## src/rtl/pif_6502_mem_bridge.sv

```systemverilog
// Address decode and stall control between the PIF 6502 core, its registered boot ROM and sync work RAM.
// Every output is registered; the output process computes next values that the state register loads.
module pif_6502_mem_bridge #(
    parameter logic [15:0] ROM_BASE    = 16'hF000,
    parameter int          ROM_AW      = 12,
    parameter logic [15:0] RAM_BASE    = 16'h0000,
    parameter int          RAM_AW      = 11,
    parameter int          ROM_TIMEOUT = 8
) (
    input  logic              clk,
    input  logic              reset,
    input  logic              cpu_req,
    input  logic [15:0]       cpu_addr,
    input  logic              cpu_we,
    input  logic [7:0]        cpu_dout,
    output logic [7:0]        cpu_din,
    output logic              cpu_rdy,
    output logic [ROM_AW-1:0] rom_address,
    output logic              rom_oe,
    input  logic              rom_valid,
    input  logic [7:0]        rom_q,
    output logic [RAM_AW-1:0] ram_address,
    output logic              ram_we,
    output logic [7:0]        ram_d,
    input  logic [7:0]        ram_q,
    output logic              bus_err,
    output logic              rom_wr_err
);

    localparam int CW = $clog2(ROM_TIMEOUT + 1);
    localparam logic [CW-1:0] TMO_LAST = CW'(ROM_TIMEOUT - 1);
    localparam logic [CW-1:0] RAM_LAST = CW'(1);

    typedef enum logic [1:0] {IDLE, ROM_WAIT, RAM_WAIT} state_t;

    state_t            state, state_nxt;
    logic [CW-1:0]     cnt, cnt_nxt;
    logic [7:0]        cpu_din_nxt, ram_d_nxt;
    logic              cpu_rdy_nxt, rom_oe_nxt, ram_we_nxt, bus_err_nxt, rom_wr_err_nxt;
    logic [ROM_AW-1:0] rom_address_nxt;
    logic [RAM_AW-1:0] ram_address_nxt;
    logic              accept, rom_hit, ram_hit;

    // Only IDLE holds cpu_rdy high, so requests during a stall are never seen.
    assign accept  = cpu_req && (state == IDLE);
    assign rom_hit = (cpu_addr[15:ROM_AW] == ROM_BASE[15:ROM_AW]);
    assign ram_hit = (cpu_addr[15:RAM_AW] == RAM_BASE[15:RAM_AW]);

    always_ff @(posedge clk) begin
        if (reset) begin
            state       <= IDLE;
            cnt         <= '0;
            cpu_din     <= 8'h00;
            cpu_rdy     <= 1'b1;
            rom_address <= '0;
            rom_oe      <= 1'b0;
            ram_address <= '0;
            ram_we      <= 1'b0;
            ram_d       <= 8'h00;
            bus_err     <= 1'b0;
            rom_wr_err  <= 1'b0;
        end else begin
            state       <= state_nxt;
            cnt         <= cnt_nxt;
            cpu_din     <= cpu_din_nxt;
            cpu_rdy     <= cpu_rdy_nxt;
            rom_address <= rom_address_nxt;
            rom_oe      <= rom_oe_nxt;
            ram_address <= ram_address_nxt;
            ram_we      <= ram_we_nxt;
            ram_d       <= ram_d_nxt;
            bus_err     <= bus_err_nxt;
            rom_wr_err  <= rom_wr_err_nxt;
        end
    end

    always_comb begin
        state_nxt = state;
        case (state)
            IDLE: begin
                if (accept && !cpu_we) begin
                    if (rom_hit)      state_nxt = ROM_WAIT;
                    else if (ram_hit) state_nxt = RAM_WAIT;
                end
            end
            ROM_WAIT: if (rom_valid || cnt == TMO_LAST) state_nxt = IDLE;
            RAM_WAIT: if (cnt == RAM_LAST) state_nxt = IDLE;
            default:  state_nxt = IDLE;
        endcase
    end

    always_comb begin
        cnt_nxt         = cnt;
        cpu_din_nxt     = cpu_din;
        cpu_rdy_nxt     = cpu_rdy;
        rom_address_nxt = rom_address;
        rom_oe_nxt      = 1'b0;
        ram_address_nxt = ram_address;
        ram_we_nxt      = 1'b0;
        ram_d_nxt       = ram_d;
        bus_err_nxt     = bus_err;
        rom_wr_err_nxt  = rom_wr_err;
        case (state)
            IDLE: begin
                cnt_nxt = '0;
                if (accept) begin
                    if (rom_hit) begin
                        if (cpu_we) begin
                            rom_wr_err_nxt = 1'b1;
                        end else begin
                            rom_address_nxt = cpu_addr[ROM_AW-1:0];
                            rom_oe_nxt      = 1'b1;
                            cpu_rdy_nxt     = 1'b0;
                        end
                    end else if (ram_hit) begin
                        ram_address_nxt = cpu_addr[RAM_AW-1:0];
                        if (cpu_we) begin
                            ram_d_nxt  = cpu_dout;
                            ram_we_nxt = 1'b1;
                        end else begin
                            cpu_rdy_nxt = 1'b0;
                        end
                    end else if (!cpu_we) begin
                        cpu_din_nxt = 8'hFF;
                    end
                end
            end
            ROM_WAIT: begin
                if (rom_valid) begin
                    cpu_din_nxt = rom_q;
                    cpu_rdy_nxt = 1'b1;
                end else if (cnt == TMO_LAST) begin
                    cpu_din_nxt = 8'hFF;
                    bus_err_nxt = 1'b1;
                    cpu_rdy_nxt = 1'b1;
                end else begin
                    cnt_nxt = cnt + 1'b1;
                end
            end
            RAM_WAIT: begin
                // First edge lets the RAM register ram_q; second edge captures it.
                if (cnt == RAM_LAST) begin
                    cpu_din_nxt = ram_q;
                    cpu_rdy_nxt = 1'b1;
                end else begin
                    cnt_nxt = cnt + 1'b1;
                end
            end
            default: ;
        endcase
    end

endmodule

```

## config.mk

```make
export PLATFORM = sky130hd
export DESIGN_NAME = pif_6502_mem_bridge
export DESIGN_NICKNAME = d
export VERILOG_FILES = /design/src/rtl/pif_6502_mem_bridge.sv
export SDC_FILE = /design/constraint.sdc
export NUM_CORES = 1
export LEC_CHECK = 0
export BUFFER_PORTS_ARGS = -buffer_cell sky130_fd_sc_hd__buf_2
export CAP_MARGIN = 0
export CORE_AREA = 2 2 78 80
export CTS_CLUSTER_SIZE = 40
export DETAILED_ROUTE_END_ITERATION = 16
export DIE_AREA = 0 0 80 82
export PLACE_DENSITY = 0.64
export REMOVE_ABC_BUFFERS = 1
export SYNTH_ARGS = -nofsm -noshare
export SYNTH_HDL_FRONTEND = slang
export SYNTH_SLANG_ARGS = --single-unit
export TNS_END_PERCENT = 100
```

## constraint.sdc

```tcl
create_clock -name clk -period 6.1 [get_ports clk]
set_clock_uncertainty 0.2 [all_clocks]
set_input_delay 0.305 -clock clk [delete_from_list [all_inputs] [get_ports clk]]
set_output_delay 0.305 -clock clk [all_outputs]
set_load 0.03 [all_outputs]
```

# ---- After elaboration in Yosys (flattened, before gate mapping)
# Index checks and enable logic that the tools add are counted.
dict set report op_classes {
  n_eq_ne 17
  bitwise_logic 6
  n_reduce_logical 18
  addsub 1
  muxes 28
}
# operator n
set ops {}
lappend ops {{2-to-1 mux 8 bit} 7}
lappend ops {{case mux 8 bit (3 select lines)} 1}
lappend ops {{AND reduction 4 bit} 5}
lappend ops {{!= test 2 bit (second input constant)} 9}
lappend ops {{2-to-1 mux 4 bit} 3}
lappend ops {{case mux 4 bit (3 select lines)} 1}
lappend ops {{2-to-1 mux 2 bit} 5}
lappend ops {{AND reduction 5 bit} 2}
lappend ops {{2-to-1 mux 1 bit} 9}
lappend ops {{AND reduction 7 bit} 1}
lappend ops {{!= test 3 bit (second input constant)} 2}
lappend ops {{inverter 1 bit} 6}
lappend ops {{case mux 2 bit (3 select lines)} 1}
lappend ops {{zero test 5 bit} 1}
lappend ops {{OR reduction 5 bit} 1}
lappend ops {{adder 4 x 1 -> 4 bit (second input constant)} 1}
lappend ops {{== test 4 x 1 -> 1 bit (second input constant)} 1}
lappend ops {{== test 4 x 3 -> 1 bit (second input constant)} 1}
lappend ops {{== test 4 bit (second input constant)} 1}
lappend ops {{OR reduction 4 bit} 1}
lappend ops {{case mux 1 bit (3 select lines)} 1}
lappend ops {{AND reduction 3 bit} 1}
lappend ops {{nonzero test 3 bit} 1}
lappend ops {{== test 2 x 1 -> 1 bit (second input constant)} 1}
lappend ops {{other kinds (6)} 7}
dict set report totals {
  out_inout_bits 44
  ff_bits 50
  in_bits 45
}

# ---- Logic depth before layout (Yosys ltp)
# Gate-level depths: netlist of the first run.
dict set report depth {
  word_depth 5
  mapped_depth 8
}

# ---- Least setup slack after synthesis of the first run
# No wires, ideal clock.
dict set report synth_path {
  path_type {in2reg}
  start {input cpu_addr[12]}
  end {register cpu_rdy}
  t_arrival_ns 1.820
  cell_stages 5
  path_slack_ns 3.958
  required_time_ns 5.778
  setup_ns 0.122
  path_cell_list {or4_4 -> buf_6 -> o21a_4 -> a2111o_1 -> a221o_1}
}
dict set report synth_between {
  elab_chain_cells 4
  word_cells_on_any_way 7
  classes_between {eq/ne (2); mux (3); reduce/logical (2)}
}
# item line
set synth_rtl {}
lappend synth_rtl {{start, declared} 13} ;# input logic [15:0] cpu_addr,
lappend synth_rtl {{== test 4 bit} 46} ;# assign rom_hit = (cpu_addr[15:ROM_AW] == ROM_BASE[15:ROM_AW]);
lappend synth_rtl {{2-to-1 mux 1 bit} 107} ;# if (rom_hit) begin
lappend synth_rtl {{2-to-1 mux 1 bit} 106} ;# if (accept) begin
lappend synth_rtl {{case mux 1 bit (3 select lines)} 103} ;# case (state)
lappend synth_rtl {{end signal, assigned} 66} ;# cpu_rdy <= cpu_rdy_nxt;
lappend synth_rtl {{end, declared} 17} ;# output logic cpu_rdy,
# Several ways; a longest one is shown, not always the timed one. The select of a mux whose other input is x is not followed.
# A chain may end at the register's enable or synchronous reset.

# ---- Worst setup path after layout of the first run
dict set report layout_path {
  start {register state[0]}
  end {register ram_address[7]}
}
dict set report layout_between {
  elab_chain_cells 3
}
# item line
set layout_rtl {}
lappend layout_rtl {{start, declared} 36} ;# state_t state, state_nxt;
lappend layout_rtl {{start signal, assigned} 63} ;# state <= state_nxt;
lappend layout_rtl {{zero test 2 bit *} {45, 103}}
lappend layout_rtl {{logical AND 1 bit} 45} ;# assign accept = cpu_req && (state == IDLE);
lappend layout_rtl {{AND reduction 4 bit (no source line) *} -}
lappend layout_rtl {{end signal, assigned} 69} ;# ram_address <= ram_address_nxt;
lappend layout_rtl {{end, declared} 22} ;# output logic [RAM_AW-1:0] ram_address,
# Mark *: on every way between the ends. The rest lies on a longest branch, timed or not.

==> out/summary.txt, run 1 <==
Status -> finished clean
Reg-to-Reg Start -> state[0]$_SDFFE_PP0P_
Multiplexer share of the synthesized area -> 0.1818
Register area share after synthesis -> 0.4435
Post-CTS Resized -> 0
Least-Margin Pin Slew -> 1.100 ns
Most common cell after layout, fill and taps aside -> buf_2
Final non-filler cell total -> 393
Met3 Use GR -> 0.04835
Post-route ant nets -> 0
H-tree depth -> 2
Finished layout cell area -> 2811 µm²
Primary FF master, synth -> dfxtp_1
Synth Cell Area -> 2257 µm²
Synth area leaders -> dfxtp_1, mux2i_1, nor2_1
Synth Area in Compound Gates -> 0.1147
Global route overflow -> 0
Clock Path Buffers -> 2
TritonCTS Buffers -> 5
Worst Hold Path Cells -> 3
Largest family of logic cells by synthesized area -> multiplexers
R2r setup slk -> 3.51 ns
P_leak -> 1.211 nW
Cell Rows -> 28
IO Pins -> 89
Pin count of the biggest net entering global routing -> 62
Most frequent cells in the layout -> buf_2, dfxtp_1, nor2_1
PwrDens -> 214.3 nW/µm²
DP Worst Slack -> 3.506 ns
Die Y -> 82 µm
Worst hold endpoint -> ram_d[2]$_SDFFE_PP0P_
Starting Density -> 0.3929
Syn Inst Count -> 238
Met1 usage -> 0.2158
Fin crit share -> 0.4244
Vias in the first global route -> 1,754
Dpl hpwl -> 3.622 mm
Peak VDD IR -> 0.0001273 V
Number of diodes -> 0
Slowest cell on the critical path -> nor3_2
Crit path kind -> reg -> reg
Async set-reset flop share out of synthesis -> 0
CP max stage delay -> 0.90 ns
Final WS setup -> 3.511 ns
Core ar. -> 5746 µm²
Yosys top cell area share -> 0.4435
Routed WL per cell -> 13.00 µm
Synth unique cells -> 41
CTS clk-pin slew, worst paths -> 0.08 ns
Clock Latency Late Sink -> 0.29 ns
GRT met2 Usage -> 0.2542
Routed via count -> 1,970
Worst r2r path cells -> 6
RSZ-0062 raised after global routing -> false
Crit-path cells -> inv_1 -> ha_1 -> nand2_1 -> nor3_2 -> mux2i_1 -> nor2_1
Clock Sinks -> 50
CTS tree -> done
Area growth, synth to finish -> 24.56%
Layout cell share with drive strength beyond 1 -> 0.3396
Total GRT Usage -> 0.1611
Fmax -> 0.3863 GHz
Synth Area in Simple Gates -> 0.1807
# setup viols final -> 0
DR vias/cell -> 5.013
Busiest grt layer -> met2
Gp weighted congestion -> 0.7243
Fraction of synthesized cell area in xor and xnor cells -> 0
Setup tns final -> 0 ns
CTS root buffer -> clkbuf_8
Relative slew margins -> 0.2625
Setup crit end kind -> register
Avg Cell Area, Syn -> 9.484 µm²
FF-to-FF End -> ram_address[7]$_SDFFE_PP0P_
Hold wc startpoint -> cpu_dout[2]
Die W -> 80 µm
Iter 0 DRT Violations -> 67
Worst Hold Class -> in -> reg
Arrival time at the worst endpoint -> 2.53 ns
Detailed Route WL -> 5.108 mm
Port Buf Inserts -> 88
DRC violations left -> 0
Final Max Slew Viols -> 0
Setup Buffers After CTS -> 0
Die footprint -> 6560 µm²
Worst-path fanout max -> 11
Post-cts hold buffer count -> 0
DR pass1 iterations -> 4
YS warnings -> 0
Final net count -> 369
#FFs+latches synth -> 50
Inst Count DP -> 386
Number of flops mapped to enable cells by yosys -> 0
Min Clock Period, post-route -> 2.589 ns
Worst endpoint required time -> 6.04 ns
Max Cap Violations -> 0
Startpoint type of the worst setup path -> register
Global-route wire length before repair -> 8.266 mm
Largest area contributor in the netlist -> dfxtp_1
Total power -> 0.0006026 W
Placed Area -> 2731 µm²
Initial antenna violation count -> 0
Final hold viol count -> 0
Adder-Cell Fraction of Synth Area -> 0.03326
-- synthesized netlist by cell type (all sizes together), types with 2 or more instances --
master  number
dfxtp       50
nor2        36
mux2i       32
o21ai       12
clkbuf      11
nand2       11
nor2b       10
a31oi        9
mux2         8
inv          7
ha           6
a21oi        5
buf          5
nand3        4
nor3         3
nor4         3
nand2b       2
nand4        2
nand4b       2
o211ai       2
o21a         2
-- metal layers --
metal	vias to the layer above	wire length [µm]
li1	990	-
met1	902	2355
met2	72	2265
met3	6	436
met4	0	51
met5	-	0
-- report_power, final --
| group | leakage [nW] | total (W) | internal [W] | switching [W] |
|---|---|---|---|---|
| clock network | 0.0373 | 0.000182 | 0.0000788 | 0.000103 |
| logic | 0.769 | 0.0000821 | 0.0000332 | 0.0000489 |
| registers | 0.405 | 0.000339 | 0.000335 | 0.00000398 |
| total | 1.21 | 0.000603 | 0.000447 | 0.000156 |
-- cell type report --
class                           count  area [µm²]
Inverter                            7       26.28
Clock inverter                      1       7.507
Fill cell                         562        2934
Sequential cell                    50        1001
Timing Repair Buffer               89       447.9
Multi-Input combinational cell    165        1162
Tap cell                           75       93.84
Clock buffer                        6       72.57
-- state kept, by name, summed over array words and instances, names as in the netlist --
| name | count |
|---|---|
| bus_err | 1 |
| cnt | 4 |
| cpu_din | 8 |
| cpu_rdy | 1 |
| ram_address | 11 |
| ram_d | 8 |
| ram_we | 1 |
| rom_address | 12 |
| rom_oe | 1 |
| rom_wr_err | 1 |
| state | 2 |
-- worst max-delay path: cells and delay by family (launching register included) --
| family | cells | cell delay [ns] |
|---|---|---|
| fa+ha+maj | 1 | 0.36 |
| buf+inv | 1 | 0.10 |
| flops | 1 | 0.37 |
| mux | 1 | 0.28 |
| simple gates | 3 | 1.14 |
-- cell families (layout without fill, tap and decap cells) --
family | after synthesis | after routing
DFF | 50 | 50
buffers and inverters | 23 | 103
and+or+nand+nor | 80 | 80
adders and majority gates | 6 | 6
AOI/OAI and AO/OA | 39 | 39
muxes | 40 | 40
-- metrics by stage --
| step | util | hold slack [ns] |
|---|---|---|
| 2_1_floorplan | - | 0.1741 |
| 4_1_cts | 0.4893 | 0.03329 |
| 3_3_place_gp | 0.4754 | 0.2497 |
| 5_1_grt | 0.4893 | 0.04681 |
| 3_5_place_dp | 0.4754 | 0.2655 |
| 6_report | 0.4893 | 0.04546 |
-- worst max-delay path by stage --
stage               slack [ns]                            to             startpoint
floorplan                 3.44   rom_address[0]$_SDFFE_PP0P_  state[0]$_SDFFE_PP0P_
global placement          3.58   ram_address[0]$_SDFFE_PP0P_           cpu_addr[12]
detailed placement        3.51  ram_address[10]$_SDFFE_PP0P_  state[0]$_SDFFE_PP0P_
CTS                       3.48   ram_address[7]$_SDFFE_PP0P_  state[0]$_SDFFE_PP0P_
global route              3.29   ram_address[7]$_SDFFE_PP0P_  state[0]$_SDFFE_PP0P_
finish                    3.51   ram_address[7]$_SDFFE_PP0P_  state[0]$_SDFFE_PP0P_
(Power assumes the default switching activity.)
==> run 2, diff against run 1 <==
--- a/config.mk
+++ b/config.mk
@@ -5,13 +5,14 @@
 export SDC_FILE = /design/constraint.sdc
 export NUM_CORES = 1
 export LEC_CHECK = 0
+export ABC_AREA = 1
 export BUFFER_PORTS_ARGS = -buffer_cell sky130_fd_sc_hd__buf_2
 export CAP_MARGIN = 0
 export CORE_AREA = 2 2 78 80
 export CTS_CLUSTER_SIZE = 40
 export DETAILED_ROUTE_END_ITERATION = 16
 export DIE_AREA = 0 0 80 82
-export PLACE_DENSITY = 0.64
+export PLACE_DENSITY = 0.68
 export REMOVE_ABC_BUFFERS = 1
 export SYNTH_ARGS = -nofsm -noshare
 export SYNTH_HDL_FRONTEND = slang
==> constraint.sdc (replaced) <==
create_clock -name clk -period 2.3 [get_ports clk]
set_clock_uncertainty 0.2 [all_clocks]
set_input_delay 0.115 -clock clk [delete_from_list [all_inputs] [get_ports clk]]
set_output_delay 0.115 -clock clk [all_outputs]
set_load 0.03 [all_outputs]
==> run 2 against run 1 <==
Effect of this change: hold slack lost 0.021 ns; total power grew to 3.4 times the previous value; cell count rose by 31%; first-iteration DRC count grew 66%; non-clock buffer count grew 26; sequential share of layout area shrank 3.4 points; area after synthesis rose by 2.1%; setup slack worse by 3.1 ns; highest routed layer unchanged.
==> out/summary.txt, run 2 <==
Finished layout cell area -> 3110 µm² (was 2811 µm²)
CTS tree -> done (unchanged)
Avg Cell Area, Syn -> 6.963 µm² (was 9.484 µm²)
Worst endpoint required time -> 2.30 ns (was 6.04 ns)
Peak VDD IR -> 0.0003767 V (was 0.0001273 V)
Core ar. -> 5746 µm² (unchanged)
Placed Area -> 2789 µm² (was 2731 µm²)
Clock Sinks -> 50 (unchanged)
Final Max Slew Viols -> 0 (unchanged)
Final net count -> 491 (was 369)
Setup crit end kind -> register (unchanged)
Most common cell in the netlist -> nor2_1 (was dfxtp_1)
Max reg flops -> 12 (unchanged)
Most instantiated cells after synthesis -> nor2_1, nand2_1, dfxtp_1 (was dfxtp_1, nor2_1, mux2i_1)
Primary FF master, synth -> dfxtp_1 (unchanged)
Final core occ -> 0.5414 (was 0.4893)
Met1 usage -> 0.2201 (was 0.2158)
CTS clk-pin slew, worst paths -> 0.09 ns (was 0.08 ns)
Synth Cell Area -> 2305 µm² (was 2257 µm²)
Number of flops mapped to enable cells by yosys -> 0 (unchanged)
Async set-reset flop share out of synthesis -> 0 (unchanged)
P_leak -> 1.560 nW (was 1.211 nW)
Routed via count -> 2,409 (was 1,970)
Initial antenna violation count -> 0 (unchanged)
Busiest grt layer -> met2 (unchanged)
Met3 Use GR -> 0.05275 (was 0.04835)
Relative slew margins -> 0.6415 (was 0.2625)
PwrDens -> 668.1 nW/µm² (was 214.3 nW/µm²)
Vias in the first global route -> 2,277 (was 1,754)
Startpoint type of the worst setup path -> register (unchanged)
Most frequent cells in the layout -> nor2_1, buf_2, nand2_1 (was buf_2, dfxtp_1, nor2_1)
Final hold viol count -> 0 (unchanged)
Iter 0 DRT Violations -> 111 (was 67)
Routed WL per cell -> 11.46 µm (was 13.00 µm)
H-tree depth -> 2 (unchanged)
Largest area contributor in the netlist -> dfxtp_1 (unchanged)
TritonCTS Buffers -> 5 (unchanged)
GRT met2 Usage -> 0.3325 (was 0.2542)
Gp weighted congestion -> 0.8189 (was 0.7243)
Dpl hpwl -> 4.200 mm (was 3.622 mm)
Die W -> 80 µm (unchanged)
Total GRT Usage -> 0.1853 (was 0.1611)
Post-CTS Resized -> 0 (unchanged)
Post-route ant nets -> 0 (unchanged)
DR pass1 iterations -> 4 (unchanged)
Clock Path Buffers -> 2 (unchanged)
Synth area leaders -> dfxtp_1, nor2_1, nand2_1 (was dfxtp_1, mux2i_1, nor2_1)
Status -> finished clean (unchanged)
Clock Latency Late Sink -> 0.30 ns (was 0.29 ns)
#FFs+latches synth -> 50 (unchanged)
Starting Density -> 0.4011 (was 0.3929)
IO Pins -> 89 (unchanged)
Max Cap Violations -> 0 (unchanged)
Cell Rows -> 28 (unchanged)
Fin crit share -> 0.8410 (was 0.4244)
DRC violations left -> 0 (unchanged)
Global route overflow -> 0 (unchanged)
Register area share after synthesis -> 0.4343 (was 0.4435)
Setup Buffers After CTS -> 0 (unchanged)
Worst Hold Class -> in -> reg (unchanged)
Most common cell after layout, fill and taps aside -> nor2_1 (was buf_2)
DP Worst Slack -> 0.3674 ns (was 3.506 ns)
Fmax -> 0.5170 GHz (was 0.3863 GHz)
Die footprint -> 6560 µm² (unchanged)
Die Y -> 82 µm (unchanged)
DR vias/cell -> 4.669 (was 5.013)
Global-route wire length before repair -> 9.763 mm (was 8.266 mm)
Pin count of the biggest net entering global routing -> 21 (was 62)
Number of diodes -> 0 (unchanged)
Port Buf Inserts -> 88 (unchanged)
RSZ-0062 raised after global routing -> false (unchanged)
CTS root buffer -> clkbuf_8 (unchanged)
Final WS setup -> 0.3656 ns (was 3.511 ns)
Largest registers -> rom_address (12), ram_address (11) (unchanged)
Detailed Route WL -> 5.915 mm (was 5.108 mm)
# setup viols final -> 0 (unchanged)
Setup tns final -> 0 ns (unchanged)
Post-cts hold buffer count -> 23 (was 0)
Synth unique cells -> 25 (was 41)
Reg with most FFs -> rom_address (unchanged)
Area growth, synth to finish -> 34.96% (was 24.56%)
Min Clock Period, post-route -> 1.934 ns (was 2.589 ns)
Arrival time at the worst endpoint -> 1.94 ns (was 2.53 ns)
Syn Inst Count -> 331 (was 238)
Yosys top cell area share -> 0.4343 (was 0.4435)
Least-Margin Pin Slew -> 0.5372 ns (was 1.100 ns)
Layout cell share with drive strength beyond 1 -> 0.2517 (was 0.3396)
YS warnings -> 0 (unchanged)
Worst-path fanout max -> 8 (was 11)
Crit path kind -> reg -> reg (unchanged)
## run 2: cell count changes in the layout (fill, tap and decap cells not counted), moves of 20 or more
cell	previous run	this run
nand2_1	11	53
nand3_1	4	24
nor2_1	36	94
mux2i_1	32	0
o21ai_0	12	33
dlygate4sd3_1	0	23
## run 2: area by class of cell
type | instances | area, µm²
fillers | 579 | 2635
multi-input cells | 246 | 1141
flip-flops and latches | 50 | 1001
repair buffers | 115 | 700.7
well taps | 75 | 93.84
clock buffers | 7 | 86.33
inverters | 22 | 82.58
clock inverters | 1 | 5.005
## run 2: power breakdown
part	internal (W)	switching, W	total, W
Clock	0.000243	0.000280	0.000523
Sequential	0.000923	0.0000347	0.000958
Combinational	0.000213	0.000384	0.000597
## run 2: worst paths after layout
path / depth (start not counted) / slack (ns) / end / startpoint
setup / recovery: 8 / 0.37 / cpu_din[6]$_SDFFE_PP0P_ / state[0]$_SDFFE_PP0P_
hold / removal: 3 / 0.02 / ram_d[5]$_SDFFE_PP0P_ / cpu_we
hold reg to reg: 2 / 0.25 / rom_wr_err$_SDFFE_PP0P_ / rom_wr_err$_SDFFE_PP0P_
setup reg to reg: 8 / 0.37 / cpu_din[6]$_SDFFE_PP0P_ / state[0]$_SDFFE_PP0P_
## run 2: per-layer routing
| layer | vias to the layer above | wire (µm) |
|---|---|---|
| li1 | 1272 | - |
| met1 | 1068 | 2726 |
| met2 | 65 | 2774 |
| met3 | 4 | 389 |
| met4 | 0 | 24 |
| met5 | - | 0 |
## run 2: stage by stage
step	total power, W	hold WS [ns]	std cells
6_report	0.002078	0.02479	516
5_1_grt	0.002217	0.03871	516
4_1_cts	0.002101	0.01915	516
3_5_place_dp	0.001547	0.1609	485
3_3_place_gp	0.001539	0.1562	485
2_1_floorplan	0.001378	-0.01593	318
## run 2: logic make-up (layout without fill, tap and decap cells)
family | count (synthesis) | after routing | share of synthesized area
AOI/OAI and AO/OA | 52 | 52 | 0.1140
DFF | 50 | 50 | 0.4343
buffers and inverters | 35 | 145 | 0.07058
adders and majority gates | 6 | 6 | 0.03257
and+or+nand+nor | 188 | 188 | 0.3485
## run 2: critical path: stages, from the launching register on
cell,delay [ns]
dfxtp_1,0.37
inv_1,0.09
ha_1,0.28
nand2_1,0.15
inv_1,0.07
nor2_1,0.42
nand3_1,0.12
nand2_1,0.09
nor2_1,0.05
==> run 3, diff against run 2 <==
==> constraint.sdc (replaced) <==
create_clock -name clk -period 1.7 [get_ports clk]
set_clock_uncertainty 0.2 [all_clocks]
set_input_delay 0.085 -clock clk [delete_from_list [all_inputs] [get_ports clk]]
set_output_delay 0.085 -clock clk [all_outputs]
set_load 0.03 [all_outputs]
==> run 3 against run 2 <==
Effect of this change: maximum frequency up 20%; first-iteration DRC count up 3.6%; via count up 5.9%; clock power up 56%; flip-flop and latch count unchanged; critical path depth unchanged; core utilization up 3.9 points; combinational power up 59%; cell count up 2.5%; die area unchanged.
==> out/summary.txt, run 3 (synthesis gave the netlist of run 2 again) <==
Status -> finished clean (unchanged)
Max Cap Violations -> 0 (unchanged)
Least-Margin Pin Slew -> 0.3968 ns (was 0.5372 ns)
TritonCTS Buffers -> 5 (unchanged)
Area growth, synth to finish -> 44.68% (was 34.96%)
Dpl hpwl -> 4.366 mm (was 4.200 mm)
Global-route wire length before repair -> 10.12 mm (was 9.763 mm)
Die Y -> 82 µm (unchanged)
Post-route ant nets -> 0 (unchanged)
Crit path kind -> reg -> reg (unchanged)
Final Max Slew Viols -> 0 (unchanged)
Gp weighted congestion -> 0.8241 (was 0.8189)
Peak VDD IR -> 0.0005142 V (was 0.0003767 V)
IO Pins -> 89 (unchanged)
Relative slew margins -> 0.7345 (was 0.6415)
Layout cell share with drive strength beyond 1 -> 0.3260 (was 0.2517)
Final WS setup -> 0.09107 ns (was 0.3656 ns)
Reg with most FFs -> rom_address (unchanged)
Initial antenna violation count -> 0 (unchanged)
Routed via count -> 2,550 (was 2,409)
Clock Path Buffers -> 2 (unchanged)
Worst endpoint required time -> 1.69 ns (was 2.30 ns)
Final hold viol count -> 0 (unchanged)
Fin crit share -> 0.9464 (was 0.8410)
Most frequent cells in the layout -> nor2_1, buf_2, nand2_1 (unchanged)
Die footprint -> 6560 µm² (unchanged)
CTS tree -> done (unchanged)
P_leak -> 1.639 nW (was 1.560 nW)
Final net count -> 504 (was 491)
R2r setup slk -> 0.09 ns (was 0.37 ns)
Max reg flops -> 12 (unchanged)
Worst Hold Class -> in -> reg (unchanged)
Detailed Route WL -> 6.588 mm (was 5.915 mm)
Hold slack final -> 0.02804 ns (was 0.02479 ns)
Min Clock Period, post-route -> 1.609 ns (was 1.934 ns)
Clock Sinks -> 50 (unchanged)
Total GRT Usage -> 0.1914 (was 0.1853)
CTS root buffer -> clkbuf_8 (unchanged)
Number of diodes -> 0 (unchanged)
Pin count of the biggest net entering global routing -> 33 (was 21)
Cell Rows -> 28 (unchanged)
Iter 0 DRT Violations -> 115 (was 111)
CTS clk-pin slew, worst paths -> 0.09 ns (about the same)
Starting Density -> 0.4011 (unchanged)
Clock Latency Late Sink -> 0.29 ns (was 0.30 ns)
Global route overflow -> 0 (unchanged)
Total power -> 0.003069 W (was 0.002078 W)
H-tree depth -> 2 (unchanged)
Routed WL per cell -> 12.45 µm (was 11.46 µm)
Largest registers -> rom_address (12), ram_address (11) (unchanged)
Arrival time at the worst endpoint -> 1.60 ns (was 1.94 ns)
DR pass1 iterations -> 4 (unchanged)
DRC violations left -> 0 (unchanged)
CP max stage delay -> 0.37 ns (was 0.42 ns)
DR vias/cell -> 4.820 (was 4.669)
Die W -> 80 µm (unchanged)
Core ar. -> 5746 µm² (unchanged)
Port Buf Inserts -> 88 (unchanged)
# setup viols final -> 0 (unchanged)
PwrDens -> 920.5 nW/µm² (was 668.1 nW/µm²)
Vias in the first global route -> 2,346 (was 2,277)
Slowest cell on the critical path -> dfxtp_4 (was nor2_1)
DP Worst Slack -> -0.05709 ns (was 0.3674 ns)
Setup crit end kind -> register (unchanged)
Fmax -> 0.6215 GHz (was 0.5170 GHz)
Crit-path cells -> inv_4 -> ha_2 -> a21oi_1 -> nand3_2 -> inv_1 -> nand2_1 -> o21ai_0 -> nor2_1 (was inv_1 -> ha_1 -> nand2_1 -> inv_1 -> nor2_1 -> nand3_1 -> nand2_1 -> nor2_1)
Worst-path fanout max -> 6 (was 8)
Startpoint type of the worst setup path -> register (unchanged)
-- run 3: cell types whose count changed in the layout (fill, tap and decap cells not counted), moves of 4 or more --
| cell | change |
|---|---|
| nor2_2 | +6 |
| o21ai_0 | -5 |
| inv_1 | -5 |
| buf_4 | +9 |
| nor2_1 | -6 |
| dfxtp_1 | -4 |
| o21ai_1 | +5 |
| ha_1 | -4 |
-- run 3: final timing paths --
path         cells after the start                      end               startpoint
max                              8      cnt[1]$_SDFFE_PP0P_    state[1]$_SDFFE_PP0P_
min                              7  cpu_din[6]$_SDFFE_PP0P_                 ram_q[6]
max reg2reg                      8      cnt[1]$_SDFFE_PP0P_    state[1]$_SDFFE_PP0P_
min reg2reg                      2  rom_wr_err$_SDFFE_PP0P_  rom_wr_err$_SDFFE_PP0P_
-- run 3: metrics by stage --
stage | util | setup TNS (ns) | instances | cell area [µm²]
after global routing | 0.5804 | -0.1933 | 529 | 3334
final | 0.5804 | 0 | 529 | 3334
after CTS | 0.5601 | 0 | 527 | 3218
after global placement | 0.4998 | 0 | 496 | 2872
after detailed placement | 0.4998 | -0.4134 | 496 | 2872
after floorplan | - | -3.169 | 318 | 2225
-- run 3: power by group --
part           switching (W)  internal [W]
Sequential         0.0000526       0.00126
Clock               0.000374      0.000441
Combinational       0.000581      0.000366
-- run 3: layout make-up --
class / count / area, µm²
clock buffers: 7 / 76.32
clock inverters: 1 / 30.03
inverters: 22 / 88.84
repair inverters: 1 / 7.507
flip-flops and latches: 50 / 1011
multi-input cells: 246 / 1225
well taps: 75 / 93.84
fillers: 543 / 2411
repair buffers: 127 / 802.0
-- run 3: per-layer routing --
layer	vias up	GRT usage	share of wire
li1	1301	-	-
met1	1147	0.2217	0.41
met2	92	0.3583	0.50
met3	10	0.04615	0.070
met4	0	0.03898	0.015
met5	-	0	0
-- run 3: worst max-delay path, delay by kind of cell (launching register included) --
kind | cells | cell delay (ns)
adder cells (fa/ha/maj) | 1 | 0.19
AO/OA/AOI/OAI | 2 | 0.27
buffers and inverters | 2 | 0.18
AND/OR/NAND/NOR | 3 | 0.28
flip-flops | 1 | 0.37
-- run 3: what timing repair did --
item	in CTS	in global routing
setup buffers	0	1
resized for setup	5	37
endpoints found under the hold margin	37	0
cloned	0	1
pin swaps	2	10
endpoints found under the setup margin	22	41
hold buffers	23	0
